**src/rtl/mips_run_ctrl.sv**
```systemverilog
// rtl/mips_run_ctrl.sv - run controller: core reset sequencing, retire counters, halt and watchdog detection
//
// Optional feature macro: RUN_CTRL_STALL_CNT_EN (enables stall_cnt; tied to 0 otherwise).
//
// Ports:
//   clk        in   clock, rising edge
//   reset      in   asynchronous active-low system reset
//   start      in   pulse: re-run the core from HALT or TMO
//   retire     in   core retired one instruction this cycle
//   retire_pc  in   PC of the retiring instruction
//   core_rst   out  active-high synchronous reset to the core (state HOLD)
//   running    out  state RUN
//   done       out  state HALT
//   timeout    out  state TMO
//   cycle_cnt  out  cycles spent in RUN
//   instr_cnt  out  retires accepted in RUN
//   stall_cnt  out  RUN cycles without a retire
module mips_run_ctrl #(
    parameter int RST_HOLD    = 4,
    parameter int CNT_W       = 32,
    parameter int TIMEOUT     = 100000,
    parameter int HALT_REPEAT = 3
) (
    input  logic             clk,
    input  logic             reset,
    input  logic             start,
    input  logic             retire,
    input  logic [31:0]      retire_pc,
    output logic             core_rst,
    output logic             running,
    output logic             done,
    output logic             timeout,
    output logic [CNT_W-1:0] cycle_cnt,
    output logic [CNT_W-1:0] instr_cnt,
    output logic [CNT_W-1:0] stall_cnt
);

    localparam int HW = (RST_HOLD > 1) ? $clog2(RST_HOLD) : 1;
    localparam int RW = $clog2(HALT_REPEAT + 1);

    localparam logic [HW-1:0]    HOLD_LAST = HW'(RST_HOLD - 1);
    localparam logic [RW-1:0]    REP_MAX   = RW'(HALT_REPEAT);
    localparam logic [CNT_W-1:0] CNT_MAX   = '1;
    localparam logic [CNT_W-1:0] TMO_LAST  = CNT_W'(TIMEOUT - 1);
    localparam logic             TMO_EN    = (TIMEOUT != 0);

    typedef enum logic [3:0] {
        S_HOLD = 4'b0001,
        S_RUN  = 4'b0010,
        S_HALT = 4'b0100,
        S_TMO  = 4'b1000
    } state_t;

    state_t            state_q;
    logic [HW-1:0]     hold_q;
    logic [RW-1:0]     rep_q;
    logic [RW-1:0]     rep_d;
    logic [31:0]       last_pc_q;
    logic              pc_valid_q;
    logic [CNT_W-1:0]  cycle_q;
    logic [CNT_W-1:0]  instr_q;
    logic              core_rst_q;
    logic              running_q;
    logic              done_q;
    logic              timeout_q;
    logic              halt_hit;
    logic              tmo_hit;

    function automatic logic [CNT_W-1:0] sat_inc(input logic [CNT_W-1:0] v);
        return (v == CNT_MAX) ? v : v + CNT_W'(1);
    endfunction

    // Repeat counter restarts at 1 on any new PC; a gap without retire keeps the run alive.
    always_comb begin
        rep_d = RW'(1);
        if (pc_valid_q && (retire_pc == last_pc_q)) begin
            rep_d = (rep_q == REP_MAX) ? rep_q : rep_q + RW'(1);
        end
        halt_hit = retire && (rep_d == REP_MAX);
        tmo_hit  = TMO_EN && (cycle_q == TMO_LAST);
    end

    always_ff @(posedge clk or negedge reset) begin
        if (!reset) begin
            state_q    <= S_HOLD;
            hold_q     <= '0;
            rep_q      <= '0;
            last_pc_q  <= '0;
            pc_valid_q <= 1'b0;
            cycle_q    <= '0;
            instr_q    <= '0;
            core_rst_q <= 1'b1;
            running_q  <= 1'b0;
            done_q     <= 1'b0;
            timeout_q  <= 1'b0;
        end else begin
            unique case (state_q)
                S_HOLD: begin
                    if (hold_q == HOLD_LAST) begin
                        state_q    <= S_RUN;
                        hold_q     <= '0;
                        core_rst_q <= 1'b0;
                        running_q  <= 1'b1;
                    end else begin
                        hold_q <= hold_q + HW'(1);
                    end
                end
                S_RUN: begin
                    cycle_q <= sat_inc(cycle_q);
                    if (retire) begin
                        instr_q    <= sat_inc(instr_q);
                        rep_q      <= rep_d;
                        last_pc_q  <= retire_pc;
                        pc_valid_q <= 1'b1;
                    end
                    // Halt takes priority over a coincident watchdog expiry.
                    if (halt_hit) begin
                        state_q   <= S_HALT;
                        running_q <= 1'b0;
                        done_q    <= 1'b1;
                    end else if (tmo_hit) begin
                        state_q   <= S_TMO;
                        running_q <= 1'b0;
                        timeout_q <= 1'b1;
                    end
                end
                S_HALT, S_TMO: begin
                    if (start) begin
                        state_q    <= S_HOLD;
                        core_rst_q <= 1'b1;
                        done_q     <= 1'b0;
                        timeout_q  <= 1'b0;
                        cycle_q    <= '0;
                        instr_q    <= '0;
                        rep_q      <= '0;
                        pc_valid_q <= 1'b0;
                    end
                end
                default: begin
                    state_q    <= S_HOLD;
                    hold_q     <= '0;
                    core_rst_q <= 1'b1;
                    running_q  <= 1'b0;
                    done_q     <= 1'b0;
                    timeout_q  <= 1'b0;
                end
            endcase
        end
    end

`ifdef RUN_CTRL_STALL_CNT_EN
    logic [CNT_W-1:0] stall_q;

    always_ff @(posedge clk or negedge reset) begin
        if (!reset) begin
            stall_q <= '0;
        end else if ((state_q == S_RUN) && !retire) begin
            stall_q <= sat_inc(stall_q);
        end else if (((state_q == S_HALT) || (state_q == S_TMO)) && start) begin
            stall_q <= '0;
        end
    end

    assign stall_cnt = stall_q;
`else
    assign stall_cnt = '0;
`endif

    assign core_rst  = core_rst_q;
    assign running   = running_q;
    assign done      = done_q;
    assign timeout   = timeout_q;
    assign cycle_cnt = cycle_q;
    assign instr_cnt = instr_q;

endmodule

```
**config.mk**
```make
export PLATFORM = sky130hd
export DESIGN_NAME = mips_run_ctrl
export DESIGN_NICKNAME = d
export VERILOG_FILES = /design/src/rtl/mips_run_ctrl.sv
export SDC_FILE = /design/constraint.sdc
export NUM_CORES = 1
export LEC_CHECK = 0
export BUFFER_PORTS_ARGS = -buffer_cell sky130_fd_sc_hd__buf_2
export CORE_ASPECT_RATIO = 0.8
export CORE_MARGIN = 5
export CORE_UTILIZATION = 52
export CTS_CLUSTER_DIAMETER = 50
export DETAILED_ROUTE_END_ITERATION = 6
export PLACE_DENSITY = 0.77
export SLEW_MARGIN = 30
export SYNTH_ARGS = -nofsm -noshare
export SYNTH_HDL_FRONTEND = slang
export SYNTH_SLANG_ARGS = --single-unit
```
**constraint.sdc**
```tcl
create_clock -name clk -period 3.7 [get_ports clk]
set_input_delay 0.37 -clock clk [delete_from_list [all_inputs] [get_ports clk]]
set_output_delay 0.37 -clock clk [all_outputs]
set_load 0.005 [all_outputs]
```
* After elaboration in Yosys (flattened, before gate mapping)
Index checks and enable logic that the tools add are counted.
** Storage, ports and cells
- Register bits after elaboration :: 109
- Output and inout port bits :: 100
- Logic and storage cells :: 85
- Input bits :: 36
** Cells by class
- Muxes and demuxes :: 33
- Add/subtract/negate cells :: 4
- Equality and inequality tests :: 20
- Bitwise operators :: 3
- Reductions and logical operators :: 14
** Operator list (count)
- two-way mux 32 bit :: 4
- case mux 32 bit (2 select lines) :: 2
- adder 32 x 1 -> 32 bit (second input constant) :: 2
- equality test 32 bit (second input constant) :: 2
- equality test 32 x 17 -> 1 bit (second input constant) :: 1
- equality test 32 bit :: 1
- AND reduction 3 bit :: 6
- two-way mux 4 bit :: 4
- inequality test 2 bit (second input constant) :: 8
- case mux 1 bit (3 select lines) :: 4
- case mux 4 bit (3 select lines) :: 1
- two-way mux 1 bit :: 10
- two-way mux 2 bit :: 5
- case mux 2 bit (2 select lines) :: 2
- AND reduction 4 bit :: 2
- equality test 2 bit (second input constant) :: 3
- adder 2 x 1 -> 2 bit (second input constant) :: 2
- equality test 4 x 1 -> 1 bit (second input constant) :: 1
- equality test 4 x 2 -> 1 bit (second input constant) :: 1
- equality test 4 x 3 -> 1 bit (second input constant) :: 1
- equality test 4 bit (second input constant) :: 1
- inequality test 3 bit (second input constant) :: 1
- inverter 1 bit :: 3
- OR reduction 3 bit :: 1
- 5 further kinds :: 6

* Depth between registers and ports, before layout
Gate-level depths: netlist of the first run.
- Depth in word-level cells :: 7
- Depth in mapped cells :: 7
- Mapped depth without buffers :: 6

* Least setup slack after synthesis of the first run
OpenSTA, ideal clock, no wires.
- Path kind :: register -> register
- Start point :: register state_q[3]
- End point :: register instr_q[12] (netlist: instr_cnt[12])
- Clock period less this slack :: 2.087 ns
- Arrival time :: 2.009 ns
- Library setup time :: 0.078 ns
- Cell stages (with the launch flop) :: 7
- Path slack :: 1.613 ns
- Cells stage by stage :: dfrtp_1 -> nor4b_4 -> buf_4 -> a32oi_1 -> or4_1 -> or3_1 -> a21oi_1
** Between the ends
- Cells in the longest elaborated chain, start to end :: 4
- Elaborated cells between the ends (all ways) :: 10
- Classes of those cells :: eq/ne (6); mux (1); reduce/logical (3)
** RTL lines
- from (decl) :: line 54 : state_t state_q;
- from (signal assigned) :: line 85 : state_q <= S_HOLD;
- from (signal assigned) :: line 100 : state_q <= S_RUN;
- from (signal assigned) :: line 118 : state_q <= S_HALT;
- equality test 4 x 3 -> 1 bit / equality test 4 bit (equally long branches) :: line 97 : unique case (state_q)
- OR reduction 2 bit :: line 97
- inequality test 2 bit (no line) / nonzero test 2 bit (equally long branches)
- AND reduction 4 bit (no line)
- to (signal assigned) :: line 111 : instr_q <= sat_inc(instr_q);
- to (decl) :: line 61 : logic [CNT_W-1:0] instr_q;
Several ways; a longest one is shown, not always the timed one.
A chain may end at the register's enable or synchronous reset.

* Final worst setup path of the first run
- Start point :: register state_q[3]
- End point :: register instr_q[28] (netlist: instr_cnt[28])
Same word-level chain as after synthesis.

==> results.md, run 1 <==
- Area growth, synth to finish: 13.7%
- Layout cells sized above 1: roughly a quarter
- Ys flop type: dfrtp_1
- WP data arrival: 2960 ps
- ANT nets after route: 0
- Setup crit start: state_q[3]$_DFFE_PN0P_
- Average wire per standard cell: between 15 and 20 um
- Io pins: approximately 140
- Post-Route WL: between 15,000 and 20,000 um
- Critical path startpoint category: flop
- Die H: about 110 um
- I/O Buffers: a little over 100
- All-Layer GR Usage: between 20% and 30%
- Post-synth EDFFs: 0
- Fmax: 373 MHz
- Initial antenna violation count: 0
- CTS tree: done
- Row count: 35
- Mapped Area: between 6000 and 7000 sq um
- Die Area: roughly 14,000 sq um
- Critical R2R Launch: state_q[3]$_DFFE_PN0P_
- Worst Clk Skew: 6.59 ps
- CTS Hold Buffers Added: 0
- CP max FO: 11
- First-pass GRT wire length: ~27,000 um
- Max Root-Sink Buffers: 2
- Minimum clock period: between 2000 and 3000 ps
- Total iterations of the first detailed-routing run: 5
- Reg2Reg Depth: 5
- R2r endpoint: instr_cnt[28]$_DFFE_PN0P_
- Overflow left after global routing: 0
- Routability cong.: roughly 0.94
- Final count of pins violating max slew: 0
- Register area share after synthesis: 43.6%
- Asr flop ratio synth: 100%
- Largest net degree at the start of global routing: 48
- FF-to-FF setup slack: a little over 1000 ps
- Residual DRC count: 0
- Hpwl dp: ~12,000 um
- Post-cts resize count: 0
- Iter 0 DRT Violations: between 500 and 600
- Die width: 133 um
- RSZ-0062 raised after global routing: no
- Synth Area per Inst: about 9.8 sq um
- Hold Violations, Final: 0
- WHS: around 32 ps
- Synth Register Bits: ~110
- Fin nets: ~780
- Setup TNS: 0 ps
- Total setup buffers inserted after CTS: 0
- CP Class: reg -> reg
- Clk sinks: around 110
- Crit end category: flop
- Skew-Pair Late Insertion Delay: around 350 ps
- Clock slew at reported path FFs: ~70 ps
- Worst slew margin: roughly two fifths
- Post-DR vias/cell: 6.13
- Cts bufs inserted: 9
- Core ar.: around 12,000 sq um
- Distinct cell type count after synthesis: 56
- Yosys warns: 0
- Initial core utilization: between 50% and 60%
- Number of H-tree levels: 3
- Vias in the first global route: ~5,300
- HP Class: in -> async
- VDD IR-drop max: 291 uV
- Status: finished, final reports clean
- Worst-Margin Slew: roughly 900 ps
- Final setup violation count: 0
- Vias: ~5,500
- WP data required: slightly below 4000 ps
- Power per cell area: roughly 380 nW/um^2
- Final Cycle Share: between 70% and 80%
- Leakage power: about 3.2 nW
- Clock Root Buffer: clkbuf_16
- Post-Syn Instances: 641
- Max-Cap Viols: 0
[worst max-delay path, stage by stage (launching register included)]
cell       delay, ps
dfrtp_1          500
nor4b_4          570
a32o_1           460
o2111ai_1        460
or3_1            480
a21oi_1          140
[registers in the layout, indices dropped and copies added, names as in the netlist]
signal,count
cycle_cnt,32
instr_cnt,32
last_pc_q,32
state_q,4
hold_q,2
rep_q,2
core_rst,1
done,1
pc_valid_q,1
running,1
timeout,1
[how the worst max path moves through the flow]
stage	to	slack (ps)	cells past startpoint
2_1_floorplan	instr_cnt[12]$_DFFE_PN0P_	1610	6
3_3_place_gp	cycle_cnt[3]$_DFFE_PN0P_	1140	5
3_5_place_dp	instr_cnt[31]$_DFFE_PN0P_	1080	5
4_1_cts	instr_cnt[22]$_DFFE_PN0P_	1030	5
5_1_grt	instr_cnt[28]$_DFFE_PN0P_	790	5
6_report	instr_cnt[28]$_DFFE_PN0P_	1020	5
[cell families after synthesis]
group                    Yosys count  synth area share [%]
multiplexers                      43                  7.51
adder cells (fa/ha/maj)            3                 0.599
XOR/XNOR                          35                  5.02
flip-flops                       109                  43.6
AND/OR/NAND/NOR                  265                  24.7
buffers and inverters             63                  5.97
AO/OA/AOI/OAI                    122                  12.5
other                              1                0.0599
[per-stage QoR]
step	utilization, %	power (mW)	setup WS, ps	area (sq um)	cells
6_report	61.1	2.72	1020	7120	892
5_1_grt	61.1	2.85	788	7120	891
4_1_cts	61.1	2.74	1030	7120	891
3_5_place_dp	58.4	1.74	1080	6810	875
3_3_place_gp	58.4	1.72	1140	6800	875
2_1_floorplan	-	1.59	1610	6380	672
[cells in the final DEF, fill, tap and decap left out, types with 4 or more instances in the layout]
master	count
o41ai_1	6
and3_1	20
buf_4	9
mux2_2	32
clkbuf_16	9
o31ai_1	17
nand2b_1	11
xnor2_1	8
nand2_1	58
xor2_1	26
nand4_1	24
nor4b_1	4
dfrtp_1	107
nor2_1	14
and4_1	8
buf_2	102
a21oi_1	42
and2_1	8
nand3_1	31
conb_1	32
inv_1	7
mux2i_1	11
a31o_2	4
nor4_1	18
or4_1	21
or3_1	22
o21ai_0	31
nor3_1	9
[synth_stat cells, types with 4 or more instances]
| master | count | share of area, % |
|---|---|---|
| and2_1 | 8 | 0.80 |
| xor2_1 | 26 | 3.6 |
| buf_2 | 8 | 0.64 |
| o21ai_0 | 31 | 2.5 |
| nand3_1 | 31 | 2.5 |
| dfrtp_1 | 107 | 43 |
| and3_1 | 20 | 2.0 |
| nand2_1 | 58 | 3.5 |
| buf_4 | 34 | 4.1 |
| nor3_1 | 10 | 0.80 |
| or3_1 | 22 | 2.2 |
| and4_1 | 8 | 1.1 |
| nor2_1 | 14 | 0.84 |
| o41ai_1 | 6 | 0.84 |
| inv_1 | 7 | 0.42 |
| nand4_1 | 24 | 2.4 |
| or4_1 | 21 | 2.5 |
| a31o_2 | 4 | 0.56 |
| nor4b_1 | 4 | 0.56 |
| clkbuf_1 | 14 | 0.84 |
| mux2i_1 | 11 | 1.8 |
| xnor2_1 | 8 | 1.1 |
| o31ai_1 | 17 | 2.0 |
| mux2_2 | 32 | 5.8 |
| a21oi_1 | 42 | 3.4 |
| nand2b_1 | 11 | 1.1 |
| nor4_1 | 18 | 1.8 |
[metal layers]
layer / track usage (%) / routed length, um / up-vias
met3: 7.77 / 1530 / 27
li1: - / - / 2540
met1: 30.6 / 6900 / 2651
met2: 35.4 / 7220 / 252
met5: 0 / 0 / -
met4: 5.56 / 259 / 0
[area by class of cell]
cell class	instances	area (sq um)
Antenna cell	1	2.50
Clock buffer	10	239
Clock inverter	6	68.8
Fill cell	1002	4530
Inverter	7	26.3
Multi-Input combinational cell	500	3290
Sequential cell	109	2730
Tap cell	148	185
Timing Repair Buffer	111	578
[where the power goes]
group	switching, mW	internal, mW
Sequential	0.104	1.28
Clock	0.452	0.549
Combinational	0.171	0.159
Total	0.727	1.99
(Power assumes the default switching activity.)
==> inputs of run 2 (changes only) <==
Settings changed: ABC_AREA set to 1, CORE_UTILIZATION 52 to 51.
Clock period 3.7 ns to 2.4 ns, I/O delays scaled along.
==> run 2 against run 1 <==
  * Sequential share of layout area shrank 4.6 points
  * Fmax up 28%
  * Combinational power grew 110%
  * Non-clock buffer count grew 5
  * Register-to-register slack got worse by 720 ps
  * Critical path depth rose by 5
  * Highest routed layer is now met5
  * Worst setup slack lost 720 ps
  * Cell count rose by 49%
  * Power grew 56%
  * Wire length grew 20%
  * Clock skew up 2.5 ps
  * Global-route usage up 0.64 points
==> results.md, run 2 <==
- Status: finished, final reports clean
- Overflow left after global routing: 0
- Asr flop ratio synth: 100%
- Hold Violations, Final: 0
- Die H: about 120 um
- Number of diodes: 0
- Total iterations of the first detailed-routing run: 5
- Crit end category: flop
- Post-Route WL: 19,100 um
- Distinct cell type count after synthesis: 44
- Clock slew at reported path FFs: approximately 80 ps
- CP max stage delay: approximately 430 ps
- WP data required: approximately 2700 ps
- Hpwl dp: ~15,000 um
- Initial core utilization: between 50 and 60%
- Post-Syn Instances: 1,039
- R2r endpoint: cycle_cnt[21]$_DFFE_PN0P_
- Vias: roughly 6,800
- Most common cell in the synthesized netlist: nand2_1
- Io pins: between 100 and 150
- Ys flop type: dfrtp_1
- Worst Clk Skew: 9.07 ps
- Max-Cap Viols: 0
- Clock Root Buffer: clkbuf_16
- Initial antenna violation count: 1
- Total power: approximately 4.2 mW
- Minimum clock period: 2100 ps
- Largest net degree at the start of global routing: 72
- Hold path depth: 3
- Die width: roughly 140 um
- Synth Area per Inst: between 6 and 7 sq um
- Commonest cells post-synth: nand2_1 (340), nor2_1 (118), inv_1 (114), dfrtp_1 (107), o21ai_0 (51)
- Worst slew margin: around two thirds
- Post-DR vias/cell: roughly 5.1
- Yosys warns: 0
- Residual DRC count: 0
- Hold path start: retire_pc[20]
- Leakage power: roughly 4.0 nW
- Core ar.: ~14,000 sq um
- Fmax: roughly 480 MHz
- Number of H-tree levels: 3
- Most used cell, CP: nand2_1
- Dominant cell type by area after synthesis: dfrtp_1
- Cts bufs inserted: 9
- VDD IR-drop max: around 370 uV
- Skew-Pair Late Insertion Delay: 350 ps
- Most common cell after layout, fill and taps aside: nand2_1
- Fin nets: approximately 1,200
- Iter 0 DRT Violations: slightly below 700
- Most frequent cells in the layout: nand2_1 (340), nor2_1 (118), inv_1 (114)
- Final count of pins violating max slew: 0
- CTS tree: done
- Reg2Reg Depth: 10
- Vias in the first global route: between 6,000 and 7,000
- Layout cells sized above 1: 15.3%
- Register area share after synthesis: 37.8%
- Setup TNS: 0 ps
- RSZ-0062 raised after global routing: no
- Critical path startpoint category: flop
- Worst Hold End: last_pc_q[20]$_DFFE_PN0P_
- I/O Buffers: 103
- Final setup violation count: 0
- Crit-path cells: ha_1 -> nand2_1 -> nor2_1 -> nand2_2 -> nor2_4 -> nand3_2 -> nand3_4 -> buf_4 -> nand2_1 -> o31ai_1
- Synth Register Bits: 109
- Mapped Area: between 7000 and 8000 sq um
- Post-synth EDFFs: 0
- HP Class: in -> reg
- Final-layout fill cell count: roughly 1,300
- Critical path buffer and inverter count: 1
- Die Area: 16,700 sq um
- FF-to-FF setup slack: around 300 ps
- Average wire per standard cell: 14.4 um
- Row count: 38
- WP data arrival: 2360 ps
- Top cells by area, synth: dfrtp_1 (37%), nand2_1 (18%), nor2_1 (6.1%)
- Max Root-Sink Buffers: 2
- CP Class: reg -> reg
- Clk sinks: about 110
- CP max FO: 28
- Power per cell area: between 500 and 600 nW/um^2
- ANT nets after route: 0
- All-Layer GR Usage: approximately a quarter
- Area growth, synth to finish: 12.1%
- Top delay family on crit path: simple AND/OR/NAND/NOR gates
- Top-area cell type share of the netlist area: between 30% and 40%
- Final core utilization: roughly three fifths
- First-pass GRT wire length: between 30,000 and 40,000 um
- Critical R2R Launch: cycle_cnt[0]$_DFFE_PN0P_
- Worst-Margin Slew: about 510 ps
- Critical-path top delay cell: dfrtp_1
- Final Cycle Share: between 80% and 90%
- Routability cong.: 0.955
run 2: changes by cell type in the layout (fill, tap and decap cells not counted), sizes merged, moves of 11 or more:
cell,before,now
a21oi,42,17
nor4,21,8
o21ai,31,63
nor2,14,122
nor3,11,36
or3,22,0
nand3,31,53
mux2,32,0
mux2i,11,0
nand2,58,342
and3,20,0
nand2b,12,0
inv,9,125
or4,21,0
run 2: per-stage QoR:
step | hold WS (ps) | area (sq um) | worst slack (ps) | cells
final | 106 | 8100 | 298 | 1325
after global routing | 126 | 8100 | 125 | 1325
after CTS | 96.5 | 8100 | 306 | 1325
after detailed placement | 246 | 7800 | 326 | 1308
after global placement | 244 | 7800 | 424 | 1308
after floorplan | -55.6 | 7340 | 654 | 1070
run 2: worst reg2reg max path, delay by kind of cell, from the launching register on:
family | cells | cell delay (ps)
compound gates | 1 | 70
buf+inv | 1 | 260
fa+ha+maj | 1 | 260
simple gates | 7 | 1000
flops | 1 | 430
run 2: worst max-delay path by stage:
stage	startpoint	end	cells past startpoint
detailed placement	cycle_cnt[0]$_DFFE_PN0P_	cycle_cnt[10]$_DFFE_PN0P_	10
finish	cycle_cnt[0]$_DFFE_PN0P_	cycle_cnt[21]$_DFFE_PN0P_	10
floorplan	instr_cnt[1]$_DFFE_PN0P_	instr_cnt[10]$_DFFE_PN0P_	10
global route	cycle_cnt[0]$_DFFE_PN0P_	cycle_cnt[21]$_DFFE_PN0P_	10
global placement	cycle_cnt[0]$_DFFE_PN0P_	cycle_cnt[10]$_DFFE_PN0P_	10
CTS	cycle_cnt[0]$_DFFE_PN0P_	cycle_cnt[10]$_DFFE_PN0P_	10
run 2: logic make-up (layout without fill, tap and decap cells):
group,count (synthesis),count (layout),share of synthesized area [%]
other,1,32,0.0519
and+or+nand+nor,599,599,36.2
buffers and inverters,179,254,12.0
DFF,109,109,37.8
adders and majority gates,3,3,0.520
AOI/OAI and AO/OA,114,114,9.34
xor gates and xnor gates,34,34,4.12
run 2: area by class of cell:
class	count	area, sq um	share of cell area, %
Timing Repair Buffer	116	656	8.10
Tap cell	180	225	2.78
Inverter	122	460	5.69
Sequential cell	109	2730	33.7
Multi-Input combinational cell	782	3740	46.2
Clock inverter	6	55.1	0.680
Clock buffer	10	229	2.83
run 2: power by group:
part | switching [mW] | leakage, nW | internal, mW
logic | 0.442 | 2.52 | 0.253
registers | 0.130 | 1.39 | 1.96
clock network | 0.730 | 0.140 | 0.727
total | 1.30 | 4.05 | 2.93
run 2: per-layer routing:
metal | wire length, um | GRT usage [%] | vias to the layer above
met5 | 17 | 0 | -
met4 | 133 | 4.31 | 2
met3 | 1390 | 4.13 | 14
met2 | 8350 | 35.2 | 220
met1 | 9160 | 35.5 | 3107
li1 | - | - | 3460
run 2: what timing repair did:
item	4_1_cts	5_1_grt
gates resized for setup	0	0
setup buffers	0	0
hold buffers	1	0
hold endpoints to repair	36	0
==> inputs of run 3 (changes only) <==
Settings changed: CORE_MARGIN 5 to unset.
==> run 3 against run 2 <==
  * The run now ends with negative hold slack left
  * Wire length decreased by 1.3%
  * Die area decreased by 12%
  * Global-route usage increased by 3.3 points
  * Clock power increased by 10%
  * Via count increased by 1.5%
  * Final area about the same
  * Clock skew about the same
  * Flip-flop and latch count unchanged
  * Highest routed layer is now met4
==> results.md, run 3 (synthesis results as in run 2) <==
- Status: complete, but fails checks
- Failing checks: negative hold slack
- Most common cell after layout, fill and taps aside: nand2_1
- Total iterations of the first detailed-routing run: 5
- Fin nets: 1,176
- CTS tree: done
- Initial core utilization: between 50% and 60%
- Worst Setup EP: cycle_cnt[24]$_DFFE_PN0P_
- Worst slew margin: a little under three fifths
- Final-layout fill cell count: roughly 1,300
- Power per cell area: 541 nW/um^2
- Clk sinks: ~110
- Die H: around 110 um
- CP Class: reg -> reg
- Final count of pins violating max slew: 0
- HP Class: in -> async
- Cts bufs inserted: 9
- CP max FO: 37
- Post-Route WL: roughly 19,000 um
- Total setup buffers inserted after CTS: 0
- Iter 0 DRT Violations: just under 600
- Largest net degree at the start of global routing: 110
- Residual DRC count: 0
- Most frequent cells in the layout: nand2_1 (340), nor2_1 (118), inv_1 (114)
- Critical R2R Launch: cycle_cnt[0]$_DFFE_PN0P_
- Post-cts resize count: 0
- Number of H-tree levels: 3
- Placed Area: 7770 sq um
- ANT nets after route: 0
- Worst-Margin Slew: approximately 660 ps
- Die width: ~140 um
- Placed cell count: ~1,300
- Clock Root Buffer: clkbuf_16
- Core ar.: between 10,000 and 15,000 sq um
- Setup TNS: 0 ps
- Post-Layout Inst Area: 8090 sq um
- Reg2Reg Depth: 10
- Clock slew at reported path FFs: 80 ps
- CTS Hold Buffers Added: 0
- Final setup violation count: 0
- Final Cycle Share: just under 90%
- Overflow left after global routing: 0
- Layout cells sized above 1: around 15%
- Fmax: between 400 and 500 MHz
- Io pins: ~140
- Max Root-Sink Buffers: 2
- Die Area: approximately 15,000 sq um
- Vias: ~6,900
- Leakage power: around 4.0 nW
- Hold Violations, Final: slightly above 40
- Average wire per standard cell: around 14 um
- Critical path startpoint category: flop
- Crit end category: flop
- Max-Cap Viols: 0
- Hpwl dp: approximately 14,000 um
- R2r endpoint: cycle_cnt[24]$_DFFE_PN0P_
- Minimum clock period: roughly 2100 ps
- Initial antenna violation count: 1
- Final core utilization: around three fifths
- Skew-Pair Late Insertion Delay: between 300 and 400 ps
- FF-to-FF setup slack: approximately 300 ps
- Vias in the first global route: 6,055
- VDD IR-drop max: ~450 uV
- Non-filler instance count after layout: 1,322
- Worst Clk Skew: around 9.4 ps
- Setup crit start: cycle_cnt[0]$_DFFE_PN0P_
- Row count: 38
- Total power: about 4.4 mW
- Fin worst setup slack: approximately 300 ps
- Area growth, synth to finish: 12.0%
- WP data required: around 2700 ps
- I/O Buffers: roughly 100
- RSZ-0062 raised after global routing: no
- Post-DR vias/cell: 5.22
- Place WS: around 320 ps
- All-Layer GR Usage: between 20% and 30%
- Routability cong.: 0.988
- First-pass GRT wire length: 30,600 um
- WP data arrival: around 2400 ps
- WHS: -103 ps
## run 3: critical path, cell delays in order (launching register included)
cell and delay [ps]:
dfrtp_1 410, ha_1 250, nand2_1 110, nor2_1 210, nand2_2 130, nor2_4 140
nand3_2 100, nand3_4 300, buf_12 220, nand2_1 60, o31ai_1 70
## run 3: cell type report
cell class	instances	area, sq um	share of cell area [%]
multi-input combinational	782	3740	46.2
sequential	109	2730	33.8
timing repair buffer	113	618	7.64
inverter	122	460	5.69
clock buffer	9	225	2.78
tap	180	225	2.78
clock inverter	6	86.3	1.07
antenna	1	2.50	0.0309
## run 3: worst min-delay path by stage
stage	slack [ps]	end	cells past startpoint
6_report	-100	cycle_cnt[23]$_DFFE_PN0P_	2
5_1_grt	30	cycle_cnt[14]$_DFFE_PN0P_	2
4_1_cts	1	cycle_cnt[23]$_DFFE_PN0P_	2
3_5_place_dp	370	cycle_cnt[23]$_DFFE_PN0P_	2
3_3_place_gp	370	cycle_cnt[13]$_DFFE_PN0P_	2
2_1_floorplan	-60	cycle_cnt[0]$_DFFE_PN0P_	0
## run 3: where the power goes
group          total, mW  internal (mW)  switching, mW
registers           2.09           1.96          0.137
clock network       1.61          0.911          0.701
logic              0.674          0.244          0.430
## run 3: per-layer routing
metal	up-vias	part of all wire (%)	global-route usage, %
met1	3181	48	39.8
met3	21	8.6	6.24
met2	269	42	38.4
met4	0	1.2	6.50
met5	-	0	0
li1	3436	-	-
